### src/rtl/draw_pkg.sv
// Shared drawing-pipeline constants: pixel bus widths, arbiter states, requester ids, tile colours.
package draw_pkg;

  localparam int unsigned X_W   = 9;
  localparam int unsigned Y_W   = 9;
  localparam int unsigned CLR_W = 3;

  typedef logic [1:0] arb_state_t;
  localparam arb_state_t StIdle    = 2'd0;
  localparam arb_state_t StGrant   = 2'd1;
  localparam arb_state_t StRelease = 2'd2;

  localparam int unsigned REQ_MAZE    = 0;
  localparam int unsigned REQ_ERASE   = 1;
  localparam int unsigned REQ_DRAW    = 2;
  localparam int unsigned REQ_SPECIAL = 3;
  localparam int unsigned REQ_SCREEN  = 4;

  localparam logic [CLR_W-1:0] CLR_BLACK  = 3'b000;
  localparam logic [CLR_W-1:0] CLR_WALL   = 3'b001;
  localparam logic [CLR_W-1:0] CLR_EXIT   = 3'b010;
  localparam logic [CLR_W-1:0] CLR_PLAYER = 3'b100;
  localparam logic [CLR_W-1:0] CLR_PATH   = 3'b111;

  // Index of the lowest set bit; 0 when none is set.
  function automatic int unsigned onehot_to_idx(input logic [31:0] onehot);
    int unsigned idx;
    idx = 0;
    for (int i = 31; i >= 0; i--) begin
      if (onehot[i]) idx = i;
    end
    return idx;
  endfunction

endpackage

### src/rtl/pixel_port_arbiter_if.sv
// Engine-side request/coordinate bundle and the shared registered pixel bus.
interface pixel_port_arbiter_if import draw_pkg::*; #(
  parameter int unsigned NUM_REQ = 5
) ();

  logic [NUM_REQ-1:0]       req;
  logic [NUM_REQ-1:0]       done;
  logic [NUM_REQ*X_W-1:0]   x_in;
  logic [NUM_REQ*Y_W-1:0]   y_in;
  logic [NUM_REQ*CLR_W-1:0] clr_in;
  logic [NUM_REQ-1:0]       grant;
  logic [X_W-1:0]           x;
  logic [Y_W-1:0]           y;
  logic [CLR_W-1:0]         colour;
  logic                     plot;
  logic                     busy;
  logic                     timeout_err;

  modport master (
    output req, done, x_in, y_in, clr_in,
    input  grant, x, y, colour, plot, busy, timeout_err
  );

  modport slave (
    input  req, done, x_in, y_in, clr_in,
    output grant, x, y, colour, plot, busy, timeout_err
  );

endinterface

### src/rtl/rr_priority_picker.sv
// Round-robin pick: first set request strictly after rr_ptr, wrapping modulo NUM_REQ.
module rr_priority_picker #(
  parameter int unsigned NUM_REQ = 5,
  parameter int unsigned PW      = (NUM_REQ > 1) ? $clog2(NUM_REQ) : 1
) (
  input  logic [NUM_REQ-1:0] req,
  input  logic [PW-1:0]      rr_ptr,
  output logic [NUM_REQ-1:0] winner,
  output logic               valid
);

  always_comb begin
    winner = '0;
    valid  = 1'b0;
    for (int k = 1; k <= int'(NUM_REQ); k++) begin
      if (!valid && req[(int'(rr_ptr) + k) % int'(NUM_REQ)]) begin
        winner[(int'(rr_ptr) + k) % int'(NUM_REQ)] = 1'b1;
        valid = 1'b1;
      end
    end
  end

endmodule

### src/rtl/pixel_port_arbiter.sv
// Grants the single VGA pixel-write port to one drawing engine at a time and registers its pixels.
module pixel_port_arbiter import draw_pkg::*; #(
  parameter int unsigned NUM_REQ        = 5,
  parameter int unsigned TIMEOUT_CYCLES = 131072
) (
  input  logic                 clk,
  input  logic                 reset,
  pixel_port_arbiter_if.slave  bus
);

  localparam int unsigned PW = (NUM_REQ > 1) ? $clog2(NUM_REQ) : 1;
  localparam int unsigned TW = (TIMEOUT_CYCLES > 1) ? $clog2(TIMEOUT_CYCLES) : 1;

  arb_state_t         state_q;
  logic [NUM_REQ-1:0] grant_q;
  logic [PW-1:0]      rr_ptr_q;
  logic [TW-1:0]      timer_q;
  logic [X_W-1:0]     x_q;
  logic [Y_W-1:0]     y_q;
  logic [CLR_W-1:0]   colour_q;
  logic               plot_q;
  logic               timeout_err_q;

  logic [NUM_REQ-1:0] winner;
  logic               win_valid;
  logic [X_W-1:0]     sel_x;
  logic [Y_W-1:0]     sel_y;
  logic [CLR_W-1:0]   sel_clr;
  logic               g_done;
  logic               g_req;

  rr_priority_picker #(
    .NUM_REQ (NUM_REQ),
    .PW      (PW)
  ) u_picker (
    .req    (bus.req),
    .rr_ptr (rr_ptr_q),
    .winner (winner),
    .valid  (win_valid)
  );

  // rr_ptr_q always names the granted engine while in GRANT.
  always_comb begin
    sel_x   = bus.x_in[rr_ptr_q * X_W +: X_W];
    sel_y   = bus.y_in[rr_ptr_q * Y_W +: Y_W];
    sel_clr = bus.clr_in[rr_ptr_q * CLR_W +: CLR_W];
    g_done  = bus.done[rr_ptr_q];
    g_req   = bus.req[rr_ptr_q];
  end

  always_ff @(posedge clk) begin
    if (reset) begin
      state_q       <= StIdle;
      grant_q       <= '0;
      rr_ptr_q      <= PW'(NUM_REQ - 1);
      timer_q       <= '0;
      x_q           <= '0;
      y_q           <= '0;
      colour_q      <= '0;
      plot_q        <= 1'b0;
      timeout_err_q <= 1'b0;
    end else begin
      case (state_q)
        StIdle: begin
          plot_q <= 1'b0;
          if (win_valid) begin
            grant_q  <= winner;
            rr_ptr_q <= PW'(onehot_to_idx(32'(winner)));
            timer_q  <= '0;
            state_q  <= StGrant;
          end
        end
        StGrant: begin
          if (g_done) begin
            // Pixel presented alongside done is still written.
            x_q      <= sel_x;
            y_q      <= sel_y;
            colour_q <= sel_clr;
            plot_q   <= 1'b1;
            grant_q  <= '0;
            state_q  <= StRelease;
          end else if (!g_req) begin
            plot_q  <= 1'b0;
            grant_q <= '0;
            state_q <= StRelease;
          end else if (timer_q == TW'(TIMEOUT_CYCLES - 1)) begin
            plot_q        <= 1'b0;
            grant_q       <= '0;
            timeout_err_q <= 1'b1;
            state_q       <= StRelease;
          end else begin
            x_q      <= sel_x;
            y_q      <= sel_y;
            colour_q <= sel_clr;
            plot_q   <= 1'b1;
            timer_q  <= timer_q + 1'b1;
          end
        end
        StRelease: begin
          plot_q  <= 1'b0;
          grant_q <= '0;
          state_q <= StIdle;
        end
        default: begin
          plot_q  <= 1'b0;
          grant_q <= '0;
          state_q <= StIdle;
        end
      endcase
    end
  end

  assign bus.grant       = grant_q;
  assign bus.x           = x_q;
  assign bus.y           = y_q;
  assign bus.colour      = colour_q;
  assign bus.plot        = plot_q;
  assign bus.busy        = (state_q == StGrant) || (state_q == StRelease);
  assign bus.timeout_err = timeout_err_q;

endmodule
### src/flat_wrapper.sv
// flat-port wrapper written by rule: the top's interface ports become plain ports
module pixel_port_arbiter_flat import draw_pkg::*;
#(
  parameter int unsigned NUM_REQ        = 5,
  parameter int unsigned TIMEOUT_CYCLES = 131072
)
  (clk, reset, bus_req, bus_done, bus_x_in, bus_y_in, bus_clr_in, bus_grant, bus_x, bus_y, bus_colour, bus_plot, bus_busy, bus_timeout_err);
  pixel_port_arbiter_if #(.NUM_REQ(NUM_REQ)) bus_i ();
  input  logic clk;
  input  logic reset;
  input wire logic [$bits(bus_i.req)-1:0] bus_req;
  input wire logic [$bits(bus_i.done)-1:0] bus_done;
  input wire logic [$bits(bus_i.x_in)-1:0] bus_x_in;
  input wire logic [$bits(bus_i.y_in)-1:0] bus_y_in;
  input wire logic [$bits(bus_i.clr_in)-1:0] bus_clr_in;
  output wire logic [$bits(bus_i.grant)-1:0] bus_grant;
  output wire logic [$bits(bus_i.x)-1:0] bus_x;
  output wire logic [$bits(bus_i.y)-1:0] bus_y;
  output wire logic [$bits(bus_i.colour)-1:0] bus_colour;
  output wire logic [$bits(bus_i.plot)-1:0] bus_plot;
  output wire logic [$bits(bus_i.busy)-1:0] bus_busy;
  output wire logic [$bits(bus_i.timeout_err)-1:0] bus_timeout_err;
  assign bus_i.req = bus_req;
  assign bus_i.done = bus_done;
  assign bus_i.x_in = bus_x_in;
  assign bus_i.y_in = bus_y_in;
  assign bus_i.clr_in = bus_clr_in;
  assign bus_grant = bus_i.grant;
  assign bus_x = bus_i.x;
  assign bus_y = bus_i.y;
  assign bus_colour = bus_i.colour;
  assign bus_plot = bus_i.plot;
  assign bus_busy = bus_i.busy;
  assign bus_timeout_err = bus_i.timeout_err;
  pixel_port_arbiter #(.NUM_REQ(NUM_REQ), .TIMEOUT_CYCLES(TIMEOUT_CYCLES)) u_core (.clk(clk), .reset(reset), .bus(bus_i));
endmodule
### config.mk
export PLATFORM = sky130hd
export DESIGN_NAME = pixel_port_arbiter_flat
export DESIGN_NICKNAME = d
export VERILOG_FILES = /design/src/rtl/draw_pkg.sv /design/src/rtl/pixel_port_arbiter_if.sv /design/src/rtl/rr_priority_picker.sv /design/src/rtl/pixel_port_arbiter.sv /design/src/flat_wrapper.sv
export SDC_FILE = /design/constraint.sdc
export NUM_CORES = 1
export LEC_CHECK = 0
export CAP_MARGIN = 10
export CORE_ASPECT_RATIO = 1.25
export CORE_MARGIN = 2
export CORE_UTILIZATION = 45
export DETAILED_ROUTE_END_ITERATION = 8
export PLACE_DENSITY = 0.72
export SYNTH_ARGS = -nofsm -noshare
export SYNTH_HDL_FRONTEND = slang
export SYNTH_SLANG_ARGS = --single-unit
export TNS_END_PERCENT = 30
### constraint.sdc
create_clock -name clk -period 5.75 [get_ports clk]
set_input_delay 0.575 -clock clk [delete_from_list [all_inputs] [get_ports clk]]
set_output_delay 0.575 -clock clk [all_outputs]
set_load 0.1 [all_outputs]
==> results of run 1 <==
-- routing by layer --
layer	vias up	share of wire, %
li1	2881	-
met1	2829	40
met2	241	51
met3	56	6.3
met4	0	3.5
met5	-	0
-- power by group through the flow --
stage / combinational (mW) / clock [mW] / sequential [mW]
2_1_floorplan: 1.92 / 0 / 1.00
3_3_place_gp: 3.04 / 0 / 0.513
3_5_place_dp: 3.09 / 0 / 0.519
4_1_cts: 3.10 / 0.332 / 0.511
5_1_grt: 3.38 / 0.345 / 0.523
6_report: 3.13 / 0.329 / 0.512
-- worst paths after layout --
path                                             to  slack (ps)  cells past startpoint
worst max-delay path              u_core.timer_q[6]         510                     15
worst min-delay path            u_core.bus.grant[0]         470                      2
worst max register to register    u_core.timer_q[6]         510                     15
worst min register to register  u_core.bus.grant[0]         470                      2
-- registers in the layout (all words and copies together) (netlist names) --
signal,cells
u_core.state_q,2
u_core.bus.x,9
u_core.timer_q,17
u_core.bus.y,9
u_core.bus.plot,1
u_core.bus.grant,5
u_core.bus.timeout_err,1
u_core.rr_ptr_q,3
u_core.bus.colour,3
-- cells in the final DEF (no fill, tap or decap), types with 4 or more instances in the layout --
master / count
dfxtp_1: 49
o211ai_1: 8
clkdlybuf4s50_1: 145
o21ai_0: 28
nand3_1: 19
nand4b_1: 4
mux2i_1: 10
nor2_1: 68
and3_1: 7
a21o_1: 8
a31oi_1: 15
xnor2_1: 5
buf_4: 16
nor3_1: 26
ha_1: 34
nand2b_1: 15
a221oi_1: 5
mux4_2: 24
a21oi_2: 4
inv_1: 26
or3_1: 10
nand2_1: 60
and2_1: 6
mux2_2: 7
o2bb2ai_1: 5
a211oi_1: 24
a22oi_1: 29
clkbuf_16: 5
nor2b_1: 4
a21oi_1: 42
and4_1: 4
-- layout make-up --
type | count | area (sq um) | share of cell area [%]
multi-input cells | 563 | 4210 | 57.9
well taps | 164 | 205 | 2.82
inverters | 30 | 115 | 1.58
repair buffers | 161 | 1570 | 21.6
clock buffers | 8 | 166 | 2.29
flip-flops and latches | 50 | 1000 | 13.8
-- through the flow --
| step | std cells | hold slack, ps | util [%] |
|---|---|---|---|
| floorplan | 693 | 436 | - |
| global placement | 968 | 443 | 58.7 |
| detailed placement | 968 | 456 | 58.7 |
| CTS | 976 | 465 | 60.0 |
| global route | 976 | 501 | 60.0 |
| finish | 976 | 465 | 60.0 |
-- cell families (layout without fill, tap and decap cells) --
logic type      after synthesis  in the layout  share of synthesized area (%)
simple gates                251            251                           23.1
compound gates              229            229                           29.9
buf+inv                      80            199                           6.15
flops                        50             50                           18.1
mux                          41             41                           13.0
fa+ha+maj                    34             34                           7.69
xor+xnor                      8              8                           2.08
-- worst max-delay path, stage by stage, from the launching register on --
cell      delay [ps]
dfxtp_1         1040
ha_1             480
a21oi_2          110
xnor2_1          620
ha_1             340
nand2_1           90
a32oi_1          420
nor2_1           140
a32o_1           250
a211oi_1         260
buf_4            190
and3_1           260
a31o_1           550
o21ai_0          150
a22oi_1          160
nor2_1            60
==> flow_summary.json, run 1 <==
{
  "synth-seq-area-share_pct": 18.1,
  "cp_data_arrival_time_ps": 5410,
  "synth-main-ff-cell": "dfxtp_1",
  "firstDrtPassIters": 5,
  "crit_fanout": 21,
  "cts.repair.resized": 0,
  "p_per_area_nw_per_um2": 547,
  "numPortBuffers": 145,
  "drive_gt1_share_pct": 10.8,
  "synth_fp_nets": 844,
  "startpoint": "u_core.rr_ptr_q[2]",
  "tightestPinTransition_ps": 1080,
  "via_count": 6007,
  "p_int_mw": 1.73,
  "top_usage_layer": "met2",
  "initial_core_util_pct": 45.7,
  "grt_pass1_vias": 5671,
  "clock-root-buffer": "clkbuf_16",
  "fin_setup_tns_ps": 0,
  "startpoint_type": "flip-flop",
  "gr-usage-met3_pct": 3.49,
  "final-hold-violation-count": 0,
  "max_freq_ghz": 0.191,
  "gr-usage-met1_pct": 32.9,
  "post-synth-top-count-cell": "nor2_1",
  "ctsHoldBuffers": 0,
  "clkTransAtPathRegs_ps": 70,
  "htreeDepth": 2,
  "cts.sinks": 50,
  "antenna_found_initial": 0,
  "grt_use_met2_pct": 46.9,
  "fin_nets": 962,
  "final_area_sq_um": 7270,
  "overflow": 0,
  "clock_latency_ps": 290,
  "viasPerCell": 6.15,
  "min_period_ps": 5240,
  "cts_made_buffers": 5,
  "reg2reg_from": "u_core.rr_ptr_q[2]",
  "die_h_um": 128,
  "grt_max_degree": 52,
  "gp_congestion": 0.952,
  "power_mw": 3.97,
  "synth.avg_cell_area_sq_um": 7.99,
  "synth_area_sq_um": 5540,
  "synth_top_cells_by_area": "dfxtp_1 (18%), mux4_2 (9.8%), ha_1 (7.7%)",
  "ant_nets": 0,
  "dp_hpwl_mm": 13.8,
  "vdd_drop_max_uv": 422,
  "finalClockSkew_ps": 8.68,
  "coreArea_sq_um": 12100,
  "rsz0062_at_grt": "no",
  "rows": 45,
  "grt_usage_pct": 26.8,
  "hp-start": "u_core.bus.grant[0]",
  "postPlaceCellArea_sq_um": 7100,
  "grt_pass1_wl_mm": 28.4,
  "status": "finished, final reports clean",
  "dieWidth_um": 103,
  "clockBufferDepth": 2,
  "fin_crit_sh_pct": 91.2,
  "drc": 0,
  "min_path_type": "flip-flop to flip-flop",
  "p_leak_nw": 2.64,
  "postSynth.asyncResetShare_pct": 0,
  "synth_commonest_cells": "nor2_1 (68), nand2_1 (60), dfxtp_1 (50), a21oi_1 (43), ha_1 (34)",
  "seqPwrFrac_pct": 12.9,
  "maxCapViolations": 0,
  "synthDistinctLibCells": 91,
  "io_pins": 146,
  "cp-end-kind": "flip-flop",
  "fillers": 1078,
  "clkPwrFrac_pct": 8.3,
  "p_sw_share_pct": 56.6,
  "place_ws_ps": 598,
  "power_switching_mw": 2.25,
  "setup_ws_ps": 505,
  "synth_top_area_share_pct": 18.1,
  "crit_type": "flip-flop to flip-flop",
  "synth.largest_area_cell": "dfxtp_1",
  "drt_iter0_markers": 405,
  "relSlewSlack_pct": 27.7,
  "antennaDiodeCount": 0,
  "cts_tree": "yes",
  "cts_setup_buffers": 0,
  "die-area_sq_um": 13200,
  "post_drt_wl_per_cell_um": 18.7,
  "netlist_instances": 693,
  "setup_violations": 0,
  "synth-edff-count": 0,
  "combPwrFrac_pct": 78.8,
  "crit_required_ps": 5920,
  "drv_slew": 0,
  "area_growth_pct": 31.3,
  "ys_ff_latch": 50,
  "ys_warn_count": 0,
  "wl_mm": 18.3
}
No activity file was read; power rests on OpenSTA's default activity.
==> inputs of run 2 (changes only) <==
--- a/config.mk
+++ b/config.mk
@@ -10,7 +10,7 @@
 export CORE_MARGIN = 2
 export CORE_UTILIZATION = 45
 export DETAILED_ROUTE_END_ITERATION = 8
-export PLACE_DENSITY = 0.72
+export PLACE_DENSITY = 0.75
 export SYNTH_ARGS = -nofsm -noshare
 export SYNTH_HDL_FRONTEND = slang
 export SYNTH_SLANG_ARGS = --single-unit
==> constraint.sdc (replaced) <==
create_clock -name clk -period 4.4 [get_ports clk]
set_input_delay 0.44 -clock clk [delete_from_list [all_inputs] [get_ports clk]]
set_output_delay 0.44 -clock clk [all_outputs]
set_load 0.1 [all_outputs]
==> run 2 against run 1 <==
  * Cell count grew 3.0%
  * Clock power grew 35%
  * Largest cell class unchanged
  * Count of clock-buffer cells in the layout shrank 2
  * Worst setup slack lost 290 ps
  * Register-to-register slack lost 290 ps
  * Critical endpoint is now u_core.timer_q[3]
  * Non-clock buffer count grew 30
==> flow_summary.json, run 2 (synthesis gave the netlist of run 1 again) <==
{
  "overflow": 0,
  "fin_crit_sh_pct": 95.1,
  "cts_made_buffers": 5,
  "final_common_cell": "clkdlybuf4s50_1",
  "status": "finished, final reports clean",
  "path_delay_family": "compound AO/OA/AOI/OAI gates",
  "final-hold-violation-count": 0,
  "area_growth_pct": 37.5,
  "cp-end-kind": "flip-flop",
  "crit_required_ps": 4610,
  "reg2reg_from": "u_core.rr_ptr_q[0]",
  "final_cell_mix": "clkdlybuf4s50_1 (145), nor2_1 (67), nand2_1 (60)",
  "vdd_drop_max_uv": 473,
  "fin_setup_tns_ps": 0,
  "cp_data_arrival_time_ps": 4400,
  "ant_nets": 0,
  "die-area_sq_um": 13200,
  "firstDrtPassIters": 5,
  "placedCellCount": 993,
  "fin_nets": 992,
  "max_freq_ghz": 0.239,
  "regMostFlops": "u_core.timer_q",
  "largest_reg_flops": 17,
  "crit_type": "flip-flop to flip-flop",
  "worst-path-buf-inv": 2,
  "grt_pass1_vias": 5878,
  "clkTransAtPathRegs_ps": 70,
  "rsz0062_at_grt": "yes",
  "io_pins": 146,
  "utilization_pct": 62.9,
  "seqPwrFrac_pct": 11.7,
  "power_switching_mw": 3.06,
  "slowest_stage": "or4_1",
  "grt_usage_pct": 27.6,
  "min_period_ps": 4180,
  "cts.sinks": 50,
  "finalClockSkew_ps": 7.68,
  "combPwrFrac_pct": 80.3,
  "tightestPinTransition_ps": 1110,
  "antenna_found_initial": 0,
  "p_per_area_nw_per_um2": 733,
  "grt_max_degree": 49,
  "post_drt_wl_per_cell_um": 19.1,
  "r2r_slack_ps": 220,
  "die_h_um": 128,
  "hold_ws_ps": 464,
  "relSlewSlack_pct": 25.7,
  "crit_fanout": 11,
  "viasPerCell": 6.19,
  "initial_core_util_pct": 45.7,
  "clock-root-buffer": "clkbuf_16",
  "wl_mm": 19.2,
  "grt_pass1_wl_mm": 29.1,
  "maxCapViolations": 0,
  "slowest_delay_ps": 490,
  "dp_hpwl_mm": 15.0,
  "p_sw_share_pct": 54.9,
  "dieWidth_um": 103,
  "clockBufferDepth": 2,
  "drive_gt1_share_pct": 16.1,
  "hp-start": "u_core.timer_q[16]",
  "startpoint": "u_core.rr_ptr_q[0]",
  "min_path_type": "flip-flop to flip-flop",
  "drt_iter0_markers": 563,
  "clkPwrFrac_pct": 8.0,
  "clock_latency_ps": 290,
  "htreeDepth": 2,
  "numPortBuffers": 145,
  "drc": 0,
  "startpoint_type": "flip-flop",
  "gp_congestion": 0.930,
  "p_int_mw": 2.51,
  "stdcell_count": 1005,
  "coreArea_sq_um": 12100,
  "antennaDiodeCount": 0,
  "cts_tree": "yes",
  "power_mw": 5.57,
  "drv_slew": 0,
  "rows": 45,
  "via_count": 6219,
  "setup_violations": 0,
  "p_leak_nw": 2.81,
  "path_cells": "inv_1 > ha_4 > ha_4 > nor2_4 > a21oi_4 > xnor2_4 > ha_2 > inv_1 > a221oi_2 > o2bb2ai_2 > and3_1 > o211ai_1 > o21a_1 > and3_2 > a31o_2 > or4_1 > a31oi_1"
}
## run 2: cell count changes in the layout (fill, tap and decap cells not counted), sizes merged
cell    before  now
inv         29   30
clkinv       1    0
clkbuf       8    6
buf         16   46
bufinv       0    1
## run 2: final timing paths
kind / end / cells past startpoint
setup / recovery: u_core.timer_q[3] / 17
hold / removal: u_core.timer_q[16] / 2
setup reg to reg: u_core.timer_q[3] / 17
hold reg to reg: u_core.timer_q[16] / 2
## run 2: through the flow
| stage | instance area [sq um] | setup slack, ps |
|---|---|---|
| final | 7610 | 217 |
| after global routing | 7610 | -0.848 |
| after CTS | 7490 | 9.63 |
| after detailed placement | 7320 | 22.7 |
| after global placement | 7320 | 216 |
| after floorplan | 5590 | 13.8 |
## run 2: worst register-to-register path, stage by stage (launching register included)
cell and delay (ps):
dfxtp_4 390, inv_1 120, ha_4 350, ha_4 190, nor2_4 60, a21oi_4 220
xnor2_4 190, ha_2 250, inv_1 60, a221oi_2 330, o2bb2ai_2 190, and3_1 200
o211ai_1 170, o21a_1 170, and3_2 220, a31o_2 330, or4_1 490, a31oi_1 180
## run 2: area by class of cell
type / count / area (sq um)
fill: 1061 / 4500
clock inverter: 1 / 30.0
multi-input combinational: 563 / 4320
clock buffer: 6 / 139
inverter: 30 / 115
tap: 164 / 205
timing repair buffer: 191 / 1800
sequential: 50 / 1010
## run 2: timing repair
action | 4_1_cts | 5_1_grt
hold buffers | 0 | 0
buffers inserted | 0 | 5
resized for setup | 0 | 17
setup endpoints to repair | 0 | 27
## run 2: metal layers
layer  part of all wire [%]  global-route usage (%)  up-vias
met5                      0                       0        -
met3                    6.7                    3.44       40
met2                     52                    49.8      258
met1                     39                    33.1     2994
met4                    2.9                    9.83        0
li1                       -                       -     2927
## run 2: power by group through the flow
stage	Clock [mW]	Combinational, mW	Sequential (mW)
finish	0.445	4.48	0.650
global route	0.468	4.79	0.665
CTS	0.452	4.30	0.648
detailed placement	0	4.28	0.658
global placement	0	4.19	0.653
floorplan	0	2.54	1.31
==> inputs of run 3 (changes only) <==
--- a/config.mk
+++ b/config.mk
@@ -14,4 +14,3 @@
 export SYNTH_ARGS = -nofsm -noshare
 export SYNTH_HDL_FRONTEND = slang
 export SYNTH_SLANG_ARGS = --single-unit
-export TNS_END_PERCENT = 30
==> run 3 against run 2 <==
  * Maximum frequency is 0.21% higher
  * Register-to-register slack hardly changed
  * Worst setup slack better by 8.7 ps
  * Critical path depth is 1 higher
  * Core utilization is 0.062 points higher
  * Largest power group unchanged
  * Highest routed layer unchanged
==> flow_summary.json, run 3 (synthesis gave the netlist of run 1 again) <==
{
  "status": "finished, final reports clean",
  "crit_required_ps": 4620,
  "dieWidth_um": 103,
  "ant_nets": 0,
  "clkTransAtPathRegs_ps": 60,
  "grt_pass1_vias": 5878,
  "r2r_slack_ps": 230,
  "drv_slew": 0,
  "worst-path-buf-inv": 3,
  "p_sw_share_pct": 54.8,
  "rsz0062_at_grt": "no",
  "grt_pass1_wl_mm": 29.1,
  "fin_crit_sh_pct": 94.9,
  "path_delay_family": "compound AO/OA/AOI/OAI gates",
  "clock_latency_ps": 290,
  "gp_congestion": 0.930,
  "via_count": 6199,
  "coreArea_sq_um": 12100,
  "maxCapViolations": 0,
  "io_pins": 146,
  "path_cells": "inv_1 > ha_2 > xor2_4 > ha_1 > inv_1 > ha_1 > nand2b_1 > o211a_1 > a21oi_1 > a21oi_1 > o22a_1 > a31o_2 > nor4bb_4 > buf_4 > a31oi_4 > nand2_4 > or3_1 > a21oi_1",
  "cts_tree": "yes",
  "die-area_sq_um": 13200,
  "power_switching_mw": 3.06,
  "antennaDiodeCount": 0,
  "relSlewSlack_pct": 25.5,
  "antenna_found_initial": 0,
  "path_common_cell": "a21oi_1",
  "crit_path_end": "u_core.timer_q[11]",
  "min_period_ps": 4170,
  "dp_hpwl_mm": 15.0,
  "max_freq_ghz": 0.240,
  "seqPwrFrac_pct": 11.6,
  "grt_max_degree": 49,
  "rows": 45,
  "r2r-end": "u_core.timer_q[11]",
  "fin_nets": 993,
  "reg2reg_from": "u_core.rr_ptr_q[0]",
  "post_drt_wl_per_cell_um": 19.1,
  "startpoint_type": "flip-flop",
  "firstDrtPassIters": 5,
  "crit_type": "flip-flop to flip-flop",
  "viasPerCell": 6.16,
  "initial_core_util_pct": 45.7,
  "drc": 0,
  "grt_usage_pct": 27.6,
  "path_depth": 18,
  "cp_data_arrival_time_ps": 4400,
  "die_h_um": 128,
  "overflow": 0,
  "finalClockSkew_ps": 5.19,
  "cts.sinks": 50,
  "vdd_drop_max_uv": 475,
  "htreeDepth": 2,
  "clockBufferDepth": 2,
  "p_leak_nw": 2.82,
  "regMostFlops": "u_core.timer_q",
  "drt_iter0_markers": 504,
  "clkPwrFrac_pct": 8.0,
  "slowest_stage": "dfxtp_4",
  "final-hold-violation-count": 0,
  "largest_reg_flops": 17,
  "min_path_type": "flip-flop to flip-flop",
  "p_int_mw": 2.52,
  "p_per_area_nw_per_um2": 733,
  "fin_setup_tns_ps": 0,
  "setup_violations": 0,
  "combPwrFrac_pct": 80.4,
  "fillers": 1061,
  "drive_gt1_share_pct": 16.2,
  "hold_ws_ps": 463,
  "r2r_cells": 18,
  "final_common_cell": "clkdlybuf4s50_1",
  "slowest_delay_ps": 370,
  "numPortBuffers": 145,
  "crit_fanout": 9,
  "final_cell_mix": "clkdlybuf4s50_1 (145), nor2_1 (67), nand2_1 (60)",
  "startpoint": "u_core.rr_ptr_q[0]",
  "wl_mm": 19.2,
  "tightestPinTransition_ps": 1110,
  "cts_made_buffers": 5,
  "cp-end-kind": "flip-flop",
  "area_growth_pct": 37.6,
  "clock-root-buffer": "clkbuf_16"
}
[run 3: changes by cell type in the layout (fill, tap and decap cells not counted)]
cell and change:
buf_4 +1
[run 3: area by class of cell]
type	instances	area, sq um	share of cell area [%]
clock inverters	1	30.0	0.394
repair buffers	192	1800	23.7
clock buffers	6	139	1.82
well taps	164	205	2.69
inverters	30	115	1.51
flip-flops and latches	50	1010	13.2
multi-input cells	563	4320	56.7
[run 3: what timing repair did]
item | CTS | global route
hold buffers | 0 | 0
buffers inserted | 0 | 6
setup endpoints to repair | 0 | 27
gates resized for setup | 0 | 17
[run 3: worst min-delay path by stage]
stage	start	slack, ps	cells past startpoint	to
floorplan	u_core.timer_q[16]	440	2	u_core.timer_q[16]
finish	u_core.timer_q[16]	460	2	u_core.timer_q[16]
CTS	u_core.timer_q[16]	460	2	u_core.timer_q[16]
global placement	u_core.bus.grant[0]	440	2	u_core.bus.grant[0]
global route	u_core.bus.grant[0]	480	2	u_core.bus.grant[0]
detailed placement	u_core.bus.grant[0]	450	2	u_core.bus.grant[0]
[run 3: through the flow]
step           utilization [%]  setup slack, ps  power (mW)  instances  cell area [sq um]
2_1_floorplan                -             13.8        3.85        693               5590
3_3_place_gp              60.5              216        4.85        993               7320
3_5_place_dp              60.5             22.7        4.94        993               7320
4_1_cts                   61.9             9.63        5.40       1000               7490
5_1_grt                   62.9             5.41        5.94       1006               7620
6_report                  62.9              225        5.58       1006               7620
[run 3: tightest hold or removal path, stage by stage (launching register included)]
cell	delay [ps]
dfxtp_1	320
nand2_1	50
a21oi_1	50
[run 3: metal layers]
metal / GRT usage, % / routed length [um] / part of all wire, %
met5: 0 / 0 / 0
met1: 33.1 / 7350 / 38
met2: 49.8 / 9930 / 52
met4: 9.83 / 575 / 3.0
met3: 3.44 / 1330 / 6.9
[run 3: power groups by stage]
stage	combinational [mW]	sequential (mW)	clock, mW
5_1_grt	4.81	0.665	0.468
6_report	4.49	0.650	0.445
4_1_cts	4.30	0.648	0.452
2_1_floorplan	2.54	1.31	0
3_3_place_gp	4.19	0.653	0
3_5_place_dp	4.28	0.658	0
